===== src/rtl/mem_access_stage.sv =====
// Memory-access pipeline stage: drives the data-memory request/ack bus for loads and
// stores, aligns byte lanes, picks the writeback result and registers MEM/WB.
module mem_access_stage #(
  parameter int TIMEOUT = 16,
  parameter int CNT_W   = 5
) (
  input  logic        clk,
  input  logic        Rst,
  input  logic        dbg,
  input  logic        EX_MEM_memread,
  input  logic        EX_MEM_memwrite,
  input  logic        EX_MEM_regwrite,
  input  logic [4:0]  EX_MEM_rd,
  input  logic [31:0] EX_MEM_alures,
  input  logic [31:0] EX_MEM_mulres,
  input  logic        EX_MEM_mul_ready,
  input  logic [31:0] EX_MEM_divres,
  input  logic        EX_MEM_div_ready,
  input  logic [31:0] EX_MEM_dout_rs2,
  input  logic [4:0]  EX_MEM_loadcntrl,
  input  logic [2:0]  EX_MEM_storecntrl,
  output logic        dmem_req,
  output logic        dmem_we,
  output logic [31:0] dmem_addr,
  output logic [31:0] dmem_wdata,
  output logic [3:0]  dmem_be,
  input  logic        dmem_ack,
  input  logic [31:0] dmem_rdata,
  output logic        mem_hold,
  output logic        MEM_WB_regwrite,
  output logic [4:0]  MEM_WB_rd,
  output logic [31:0] MEM_WB_res,
  output logic        misalign_err,
  output logic        bus_err
);

  typedef enum logic [1:0] {ST_IDLE, ST_WAIT, ST_DONE} state_t;

  localparam logic [CNT_W-1:0] CNT_LAST = CNT_W'(TIMEOUT - 1);

  state_t           state_q, state_d;
  logic [CNT_W-1:0] cnt_q, cnt_d;
  logic [31:0]      rdata_q, rdata_d;
  logic             timeout_q, timeout_d;
  logic             bus_err_q, bus_err_d;
  logic             misalign_err_q, misalign_err_d;
  logic             wb_regwrite_q, wb_regwrite_d;
  logic [4:0]       wb_rd_q, wb_rd_d;
  logic [31:0]      wb_res_q, wb_res_d;

  logic [1:0]  off;
  logic        is_lb, is_lh, is_lw, is_lbu, is_lhu;
  logic        is_sb, is_sh, is_sw;
  logic        ld_mis, st_mis, misaligned, access, in_wait, wb_en;
  logic [3:0]  st_be;
  logic [31:0] st_wdata;
  logic [7:0]  ld_byte;
  logic [15:0] ld_half;
  logic [31:0] load_data;

  assign off    = EX_MEM_alures[1:0];
  assign is_lb  = EX_MEM_loadcntrl[0];
  assign is_lh  = EX_MEM_loadcntrl[1];
  assign is_lw  = EX_MEM_loadcntrl[2];
  assign is_lbu = EX_MEM_loadcntrl[3];
  assign is_lhu = EX_MEM_loadcntrl[4];
  assign is_sb  = EX_MEM_storecntrl[0];
  assign is_sh  = EX_MEM_storecntrl[1];
  assign is_sw  = EX_MEM_storecntrl[2];

  // Alignment is only judged for the access actually requested this cycle.
  assign ld_mis     = ((is_lh | is_lhu) & off[0]) | (is_lw & (off != 2'b00));
  assign st_mis     = (is_sh & off[0]) | (is_sw & (off != 2'b00));
  assign misaligned = (EX_MEM_memread & ld_mis) | (EX_MEM_memwrite & st_mis);
  assign access     = (EX_MEM_memread | EX_MEM_memwrite) & ~misaligned;
  assign mem_hold   = access & (state_q != ST_DONE);
  assign wb_en      = ~dbg & ~mem_hold;
  assign in_wait    = (state_q == ST_WAIT);

  always_comb begin
    st_be    = 4'b1111;
    st_wdata = EX_MEM_dout_rs2;
    if (is_sb) begin
      st_be    = 4'b0001 << off;
      st_wdata = {4{EX_MEM_dout_rs2[7:0]}};
    end else if (is_sh) begin
      st_be    = off[1] ? 4'b1100 : 4'b0011;
      st_wdata = {2{EX_MEM_dout_rs2[15:0]}};
    end
  end

  // Bus outputs are live only in WAIT; upstream is frozen then, so they stay stable.
  assign dmem_req   = in_wait;
  assign dmem_we    = in_wait & EX_MEM_memwrite;
  assign dmem_addr  = in_wait ? {EX_MEM_alures[31:2], 2'b00} : 32'd0;
  assign dmem_be    = in_wait ? st_be : 4'b0000;
  assign dmem_wdata = (in_wait & EX_MEM_memwrite) ? st_wdata : 32'd0;

  always_comb begin
    case (off)
      2'd0:    ld_byte = rdata_q[7:0];
      2'd1:    ld_byte = rdata_q[15:8];
      2'd2:    ld_byte = rdata_q[23:16];
      default: ld_byte = rdata_q[31:24];
    endcase
    ld_half   = off[1] ? rdata_q[31:16] : rdata_q[15:0];
    load_data = rdata_q;
    if (is_lb)       load_data = {{24{ld_byte[7]}}, ld_byte};
    else if (is_lbu) load_data = {24'd0, ld_byte};
    else if (is_lh)  load_data = {{16{ld_half[15]}}, ld_half};
    else if (is_lhu) load_data = {16'd0, ld_half};
  end

  always_comb begin
    state_d   = state_q;
    cnt_d     = cnt_q;
    rdata_d   = rdata_q;
    timeout_d = timeout_q;
    bus_err_d = 1'b0;
    case (state_q)
      ST_IDLE: begin
        if (access & ~dbg) begin
          state_d   = ST_WAIT;
          cnt_d     = '0;
          timeout_d = 1'b0;
        end
      end
      ST_WAIT: begin
        if (dmem_ack) begin
          rdata_d = dmem_rdata;
          state_d = ST_DONE;
        end else if (cnt_q == CNT_LAST) begin
          rdata_d   = 32'd0;
          timeout_d = 1'b1;
          bus_err_d = 1'b1;
          state_d   = ST_DONE;
        end else begin
          cnt_d = cnt_q + 1'b1;
        end
      end
      ST_DONE: begin
        if (~dbg) state_d = ST_IDLE;
      end
      default: state_d = ST_IDLE;
    endcase
  end

  // A timed-out load must not retire its (zeroed) data into the register file.
  always_comb begin
    wb_regwrite_d  = wb_regwrite_q;
    wb_rd_d        = wb_rd_q;
    wb_res_d       = wb_res_q;
    misalign_err_d = 1'b0;
    if (wb_en) begin
      wb_rd_d        = EX_MEM_rd;
      wb_regwrite_d  = EX_MEM_regwrite & ~misaligned & ~(EX_MEM_memread & timeout_q);
      misalign_err_d = misaligned;
      if (EX_MEM_memread)        wb_res_d = load_data;
      else if (EX_MEM_mul_ready) wb_res_d = EX_MEM_mulres;
      else if (EX_MEM_div_ready) wb_res_d = EX_MEM_divres;
      else                       wb_res_d = EX_MEM_alures;
    end
  end

  always_ff @(posedge clk or posedge Rst) begin
    if (Rst) begin
      state_q        <= ST_IDLE;
      cnt_q          <= '0;
      rdata_q        <= 32'd0;
      timeout_q      <= 1'b0;
      bus_err_q      <= 1'b0;
      misalign_err_q <= 1'b0;
      wb_regwrite_q  <= 1'b0;
      wb_rd_q        <= 5'd0;
      wb_res_q       <= 32'd0;
    end else begin
      state_q        <= state_d;
      cnt_q          <= cnt_d;
      rdata_q        <= rdata_d;
      timeout_q      <= timeout_d;
      bus_err_q      <= bus_err_d;
      misalign_err_q <= misalign_err_d;
      wb_regwrite_q  <= wb_regwrite_d;
      wb_rd_q        <= wb_rd_d;
      wb_res_q       <= wb_res_d;
    end
  end

  assign MEM_WB_regwrite = wb_regwrite_q;
  assign MEM_WB_rd       = wb_rd_q;
  assign MEM_WB_res      = wb_res_q;
  assign misalign_err    = misalign_err_q;
  assign bus_err         = bus_err_q;

endmodule


===== config.mk =====
export PLATFORM = sky130hd
export DESIGN_NAME = mem_access_stage
export DESIGN_NICKNAME = d
export VERILOG_FILES = /design/src/rtl/mem_access_stage.sv
export SDC_FILE = /design/constraint.sdc
export NUM_CORES = 1
export LEC_CHECK = 0
export ABC_AREA = 1
export CAP_MARGIN = 20
export CORE_ASPECT_RATIO = 1.2
export CORE_MARGIN = 3
export CORE_UTILIZATION = 38
export DETAILED_ROUTE_END_ITERATION = 10
export PLACE_DENSITY = 0.84
export SYNTH_ARGS = -nofsm -noshare
export SYNTH_HDL_FRONTEND = slang
export SYNTH_SLANG_ARGS = --single-unit

===== constraint.sdc =====
create_clock -name clk -period 3 [get_ports clk]
set_clock_uncertainty 0.05 [all_clocks]
set_input_delay 0.3 -clock clk [delete_from_list [all_inputs] [get_ports clk]]
set_output_delay 0.3 -clock clk [all_outputs]
set_load 0.005 [all_outputs]

==> metrics.md, run 1 <==
| Metric | Value |
|---|---|
| Final Cycle Share | `93.6%` |
| Setup_tns | `0 ns` |
| Max-cap violations | `0` |
| Critical Path Max Stage Delay | `0.56 ns` |
| I/O Buffers | `290` |
| CP bufs+invs | `2` |
| Final setup fails | `0` |
| Area contributors post-synth | `dfrtp_1 (34%), nand2_1 (17%), o21ai_0 (9.9%)` |
| Slew HR | `56.9%` |
| Vias | `6985` |
| Clk buf depth | `2` |
| Startpoint Class | `register` |
| Clock Sinks | `80` |
| CTS H-tree depth | `3` |
| DP Wirelength | `18400 um` |
| Initial core utilization | `39.6%` |
| Crit-path slowest cell | `clkdlybuf4s50_1` |
| Area of the die | `16900 um2` |
| Core outline area | `14700 um2` |
| Syn avg cell area | `6.28 um2` |
| Most common cell after layout, fill and taps aside | `clkdlybuf4s50_1` |
| Final WS setup | `0.193 ns` |
| Final cell utilization of the core | `62.3%` |
| RD Place Congestion | `0.927` |
| # diodes | `0` |
| Min-delay worst type | `in2async` |
| Largest net degree at the start of global routing | `57` |
| Clk root buf | `clkbuf_16` |
| Ordered cell list for the critical path | `or2_1 > nor2_8 > inv_2 > a21oi_1 > clkdlybuf4s50_1` |
| Most frequent cells in the layout | `clkdlybuf4s50_1 (289), nand2_1 (265), o21ai_0 (115), inv_1 (97), nor2_1 (94)` |
| Remaining DRCs | `0` |
| Critical setup path kind | `reg2out` |
| Netlist cell types | `32` |
| Design area | `9170 um2` |
| Placed Cells | `1376` |
| Compound-Gate Fraction of Synth Area | `19.4%` |
| WL/cell | `16.7 um` |
| RR Startpoint | `cnt_q[0]` |
| Cell area after synthesis | `5830 um2` |
| Num CTS Buffers | `9` |
| Seq cells post-synth | `80` |
| Worst EP required | `2.65 ns` |
| Hold Vio Cnt, Final | `0` |
| Pwr Density | `621 nW/um2` |
| Slew Viols, Final | `0` |
| Synth top area share | `34.4%` |
| Layer with the highest usage | `met2` |
| Synth Area in Adders | `0.429%` |
| Met2 global-route usage | `45.2%` |
| Placed inst area | `8810 um2` |
| Yosys warns | `0` |
| P&R area growth vs syn | `57.4%` |
| Leakage power total | `4.22 nW` |
| Overall Power | `5.69 mW` |
| Worst-Skew Late Latency | `0.35 ns` |
| All-Layer GR Usage | `27.0%` |
| Most used flip-flop cell after synthesis | `dfrtp_1` |
| Worst-Margin Slew | `0.645 ns` |
| Starting DRT DRC Count | `505` |
| Number of global-route vias before repair | `6856` |
| Layout cell share with drive strength beyond 1 | `4.61%` |
| Total Nets Final | `1371` |
| Worst r2r path cells | `11` |
| Worst slack, placed | `0.363 ns` |
| CTS tree | `done` |
| GR Util met3 | `4.67%` |
| FF-to-FF End | `cnt_q[1]` |
| Post-synthesis simple-gate area fraction | `32.8%` |
| Row cnt | `48` |
| Met1 usage | `34.9%` |
| Post-Layout Cell Count | `1392` |
| Wire length of the first global-routing pass | `36300 um` |
| IO Pins | `293` |
| Max Fanout on Critical Path | `24` |
| VDD IR max | `0.325 mV` |
| Post-synthesis sequential area ratio | `34.4%` |
| CP delay by family, top | `buffers and inverters` |
| Largest family of logic cells by synthesized area | `simple AND/OR/NAND/NOR gates` |
| Total global routing overflow | `0` |
| Largest area contributor in the netlist | `dfrtp_1` |
| Crit. End Element | `output pin` |
| Initial antenna violation count | `0` |
| Worst Path Arrival | `2.46 ns` |
| EDFF count, synth | `0` |
| ANT nets after route | `0` |
| Final min period | `2.81 ns` |
| Drt pass-1 iters | `5` |
| Worst hold margin | `0.253 ns` |
| Syn Inst Count | `928` |
| Die extent in y | `142 um` |
| Worst-path clk slew | `0.06 ns` |
| Hold_buf cts | `0` |
| Outcome | `complete, no violations` |
| DIE WIDTH | `119 um` |
| Vias per cell | `5.02` |
| Worst R2R Setup Slack | `0.92 ns` |
| Synth Area in XOR/XNOR | `0.150%` |
| RSZ-0062 raised after global routing | `false` |
| Detailed Route WL | `23300 um` |
| Mux contribution to synthesized area | `0%` |
| Fmax | `0.356 GHz` |
| Fraction of registers with async set/reset | `100%` |
==> final cells by class <==
type,count,area [um2]
Clock buffer,11,233
Clock inverter,5,129
Inverter,107,409
Multi-Input combinational cell,679,3090
Timing Repair Buffer,310,3060
Tap cell,200,250
Fill cell,1385,5540
Sequential cell,80,2000
==> how the worst max path moves through the flow <==
stage                    start  cells after the start  slack (ns)             end
floorplan                  Rst                      1        0.60    MEM_WB_rd[0]
global placement    state_q[0]                      5        0.44        dmem_req
detailed placement  state_q[0]                      5        0.36        dmem_req
CTS                 state_q[0]                      5        0.21        dmem_req
global route        state_q[0]                      6        0.09  dmem_wdata[29]
finish              state_q[1]                      5        0.19  dmem_wdata[29]
==> sequential cells by signal (all words and copies together), names as in the netlist <==
name / count
bus_err: 1
cnt_q: 5
MEM_WB_rd: 5
misalign_err: 1
rdata_q: 32
MEM_WB_regwrite: 1
timeout_q: 1
MEM_WB_res: 32
state_q: 2
==> timing repair <==
item / CTS / global route
resized for setup: 1 / 0
setup buffers: 0 / 0
endpoints found under the setup margin: 1 / 0
==> report_power, final <==
| part | switching [mW] | internal (mW) | total [mW] | leakage, nW |
|---|---|---|---|---|
| Clock | 0.453 | 0.900 | 1.35 | 0.174 |
| Combinational | 1.38 | 1.26 | 2.64 | 3.04 |
| Sequential | 0.245 | 1.46 | 1.71 | 1.01 |
==> Yosys cell counts (2+ instances only) <==
cell and instances:
nand2_1 265, clkinv_1 2, buf_4 11, ha_1 2, o21ai_0 115, inv_4 2
nand3_2 2, a21oi_1 54, buf_2 16, nand3_1 84, inv_2 5, o211ai_1 14
dfrtp_1 80, clkbuf_1 29, o21ai_1 33, inv_1 98, nand2_4 2, buf_6 5
buf_1 2, nor2_1 95
==> cells by family after synthesis <==
kind of cell / count (synthesis)
adders and majority gates: 2
xor gates and xnor gates: 1
buffers and inverters: 170
AOI/OAI and AO/OA: 217
DFF: 80
and+or+nand+nor: 457
other: 1
==> worst register-to-register path, delay by kind of cell (launching register included) <==
family / cells / cell delay (ns)
buffers and inverters: 3 / 0.54
adders and majority gates: 2 / 0.43
AOI/OAI and AO/OA: 1 / 0.14
and+or+nand+nor: 5 / 0.47
DFF: 1 / 0.39
==> layer usage <==
| layer | routed length [um] | vias to the layer above |
|---|---|---|
| li1 | - | 3474 |
| met1 | 9470 | 3224 |
| met2 | 11700 | 234 |
| met3 | 1380 | 53 |
| met4 | 758 | 0 |
| met5 | 0 | - |
No activity file was read; power rests on OpenSTA's default activity.
==> inputs of run 2 (changes only) <==
REMOVE_ABC_BUFFERS = 1   (was not set)
==> metrics.md, run 2 (synthesis results as in run 1) <==
| Metric | Value |
|---|---|
| Outcome | `complete, no violations` |
| Remaining DRCs | `0 (unchanged)` |
| Total global routing overflow | `0 (unchanged)` |
| Crit. End Element | `output pin` |
| Worst-Skew Late Latency | `0.34 ns (about the same)` |
| Num CTS Buffers | `9 (unchanged)` |
| Switching Share | `37.3% (+0.88 points)` |
| Worst Path Arrival | `2.50 ns (+0.04 ns)` |
| Hold Vio Cnt, Final | `0 (unchanged)` |
| Slew Viols, Final | `0 (unchanged)` |
| ANT nets after route | `0 (unchanged)` |
| Hold_buf cts | `0 (unchanged)` |
| Layout cell share with drive strength beyond 1 | `4.37% (-0.24 points)` |
| Worst-path clk slew | `0.06 ns (about the same)` |
| Clock Sinks | `80 (unchanged)` |
| Clock power frac | `19.3% (-4.4 points)` |
| # diodes | `0 (unchanged)` |
| Vias per cell | `5.06 (+0.82%)` |
| Final min period | `2.85 ns (+0.0461 ns)` |
| Sequential share of power | `31.7% (+1.7 points)` |
| All-Layer GR Usage | `26.9% (-0.099 points)` |
| Multi-input gate area | `3090 um2 (unchanged)` |
| Fmax | `0.350 GHz (-1.6%)` |
| Vias | `7032 (+0.67%)` |
| Register Area | `2000 um2 (unchanged)` |
| Final Cycle Share | `95.1% (+1.5 points)` |
| Leakage power total | `4.17 nW (-1.2%)` |
| Clk buf depth | `2 (unchanged)` |
| Placed Cells | `1375 (-0.073%)` |
| Overall Power | `5.29 mW (-7.0%)` |
| Slew HR | `54.0% (-3.0 points)` |
| Clk root buf | `clkbuf_16` |
| VDD IR max | `0.296 mV (-8.9%)` |
| DIE WIDTH | `119 um (unchanged)` |
| Largest net degree at the start of global routing | `67 (+18%)` |
| RSZ-0062 raised after global routing | `false` |
| Fillers | `1381 (-0.29%)` |
| Most common cell after layout, fill and taps aside | `clkdlybuf4s50_1` |
| P&R area growth vs syn | `55.6%` |
| Post-CTS sizing | `0 (-1)` |
| Placed inst area | `8800 um2 (-0.14%)` |
| Pwr Density | `584 nW/um2 (-5.9%)` |
| Drt pass-1 iters | `5 (unchanged)` |
| Max-cap violations | `0 (unchanged)` |
| Number of global-route vias before repair | `6953 (+1.4%)` |
| Max Fanout on Critical Path | `24 (unchanged)` |
| P_sw | `1.98 mW (-4.8%)` |
| CTS tree | `done` |
| Critical setup path kind | `reg2out` |
| Row cnt | `48 (unchanged)` |
| DP Wirelength | `17200 um (-6.6%)` |
| Total Nets Final | `1370 (-0.073%)` |
| I/O Buffers | `290 (unchanged)` |
| Worst EP required | `2.65 ns (about the same)` |
| Initial core utilization | `39.6% (unchanged)` |
| Setup_tns | `0 ns (unchanged)` |
| Starting DRT DRC Count | `519 (+2.8%)` |
| CTS H-tree depth | `3 (unchanged)` |
| Wire length of the first global-routing pass | `36700 um (+1.1%)` |
| Final setup fails | `0 (unchanged)` |
| Startpoint Class | `register` |
| Design area | `9060 um2 (-1.2%)` |
| Core outline area | `14700 um2 (unchanged)` |
| Min-delay worst type | `in2async` |
| Die extent in y | `142 um (unchanged)` |
| Worst R2R Setup Slack | `0.80 ns (-0.12 ns)` |
| Detailed Route WL | `22800 um (-1.9%)` |
| Area of the die | `16900 um2 (unchanged)` |
| IO Pins | `293 (unchanged)` |
| WL/cell | `16.4 um (-1.8%)` |
| Pint | `3.32 mW (-8.3%)` |
| Post-CTS setup buffer count | `0 (unchanged)` |
| Post-Layout Cell Count | `1390 (-0.14%)` |
| Most frequent cells in the layout | `clkdlybuf4s50_1 (288), nand2_1 (265), o21ai_0 (115), inv_1 (97), nor2_1 (94)` |
| Initial antenna violation count | `0 (unchanged)` |
| Worst-Margin Slew | `0.689 ns (+0.0443 ns)` |
| Combinational power share | `49.0% (+2.7 points)` |
| RD Place Congestion | `0.884 (-4.7%)` |
run 2: final timing paths:
check / to / start / depth (start not counted)
setup / recovery: dmem_wdata[28] / state_q[1] / 5
hold / removal: rdata_q[31] / Rst / 2
setup reg to reg: rdata_q[2] / state_q[1] / 5
hold reg to reg: cnt_q[4] / cnt_q[4] / 2
max in group asynchronous: rdata_q[7] / Rst / 3
min in group clk: MEM_WB_res[15] / EX_MEM_mul_ready / 4
run 2: area by class of cell:
| class | count | area share (%) |
|---|---|---|
| Tap cell | 200 | 2.76 |
| Sequential cell | 80 | 22.1 |
| Clock buffer | 15 | 2.95 |
| Inverter | 107 | 4.50 |
| Multi-Input combinational cell | 679 | 34.1 |
| Timing Repair Buffer | 309 | 33.6 |
run 2: power groups by stage:
stage / logic [mW] / clock network, mW / registers (mW)
CTS: 2.62 / 1.03 / 1.68
global route: 2.88 / 1.08 / 1.73
finish: 2.59 / 1.02 / 1.68
detailed placement: 2.60 / 0 / 1.69
floorplan: 1.14 / 0 / 1.66
global placement: 2.56 / 0 / 1.68
run 2: per-layer routing:
metal  part of all wire [%]  up-vias  global-route usage [%]
li1                       -     3477                       -
met1                     38     3196                    31.9
met2                     51      329                    47.7
met3                    8.9       30                    7.02
met4                    2.2        0                    8.05
met5                      0        -                       0
run 2: through the flow:
stage | hold slack, ns | utilization, % | setup slack (ns)
final | 0.184 | 61.6 | 0.147
after global routing | 0.216 | 61.6 | 0.0241
after CTS | 0.183 | 61.6 | 0.0823
after detailed placement | 0.409 | 59.8 | 0.441
after global placement | 0.405 | 59.8 | 0.474
after floorplan | 0.316 | - | 0.192
run 2: critical path, cell delays in order, from the launching register on:
cell and delay [ns]:
dfrtp_1 0.38, or2_2 0.52, nor2_8 0.25, inv_2 0.20
a21oi_1 0.26, clkdlybuf4s50_1 0.55
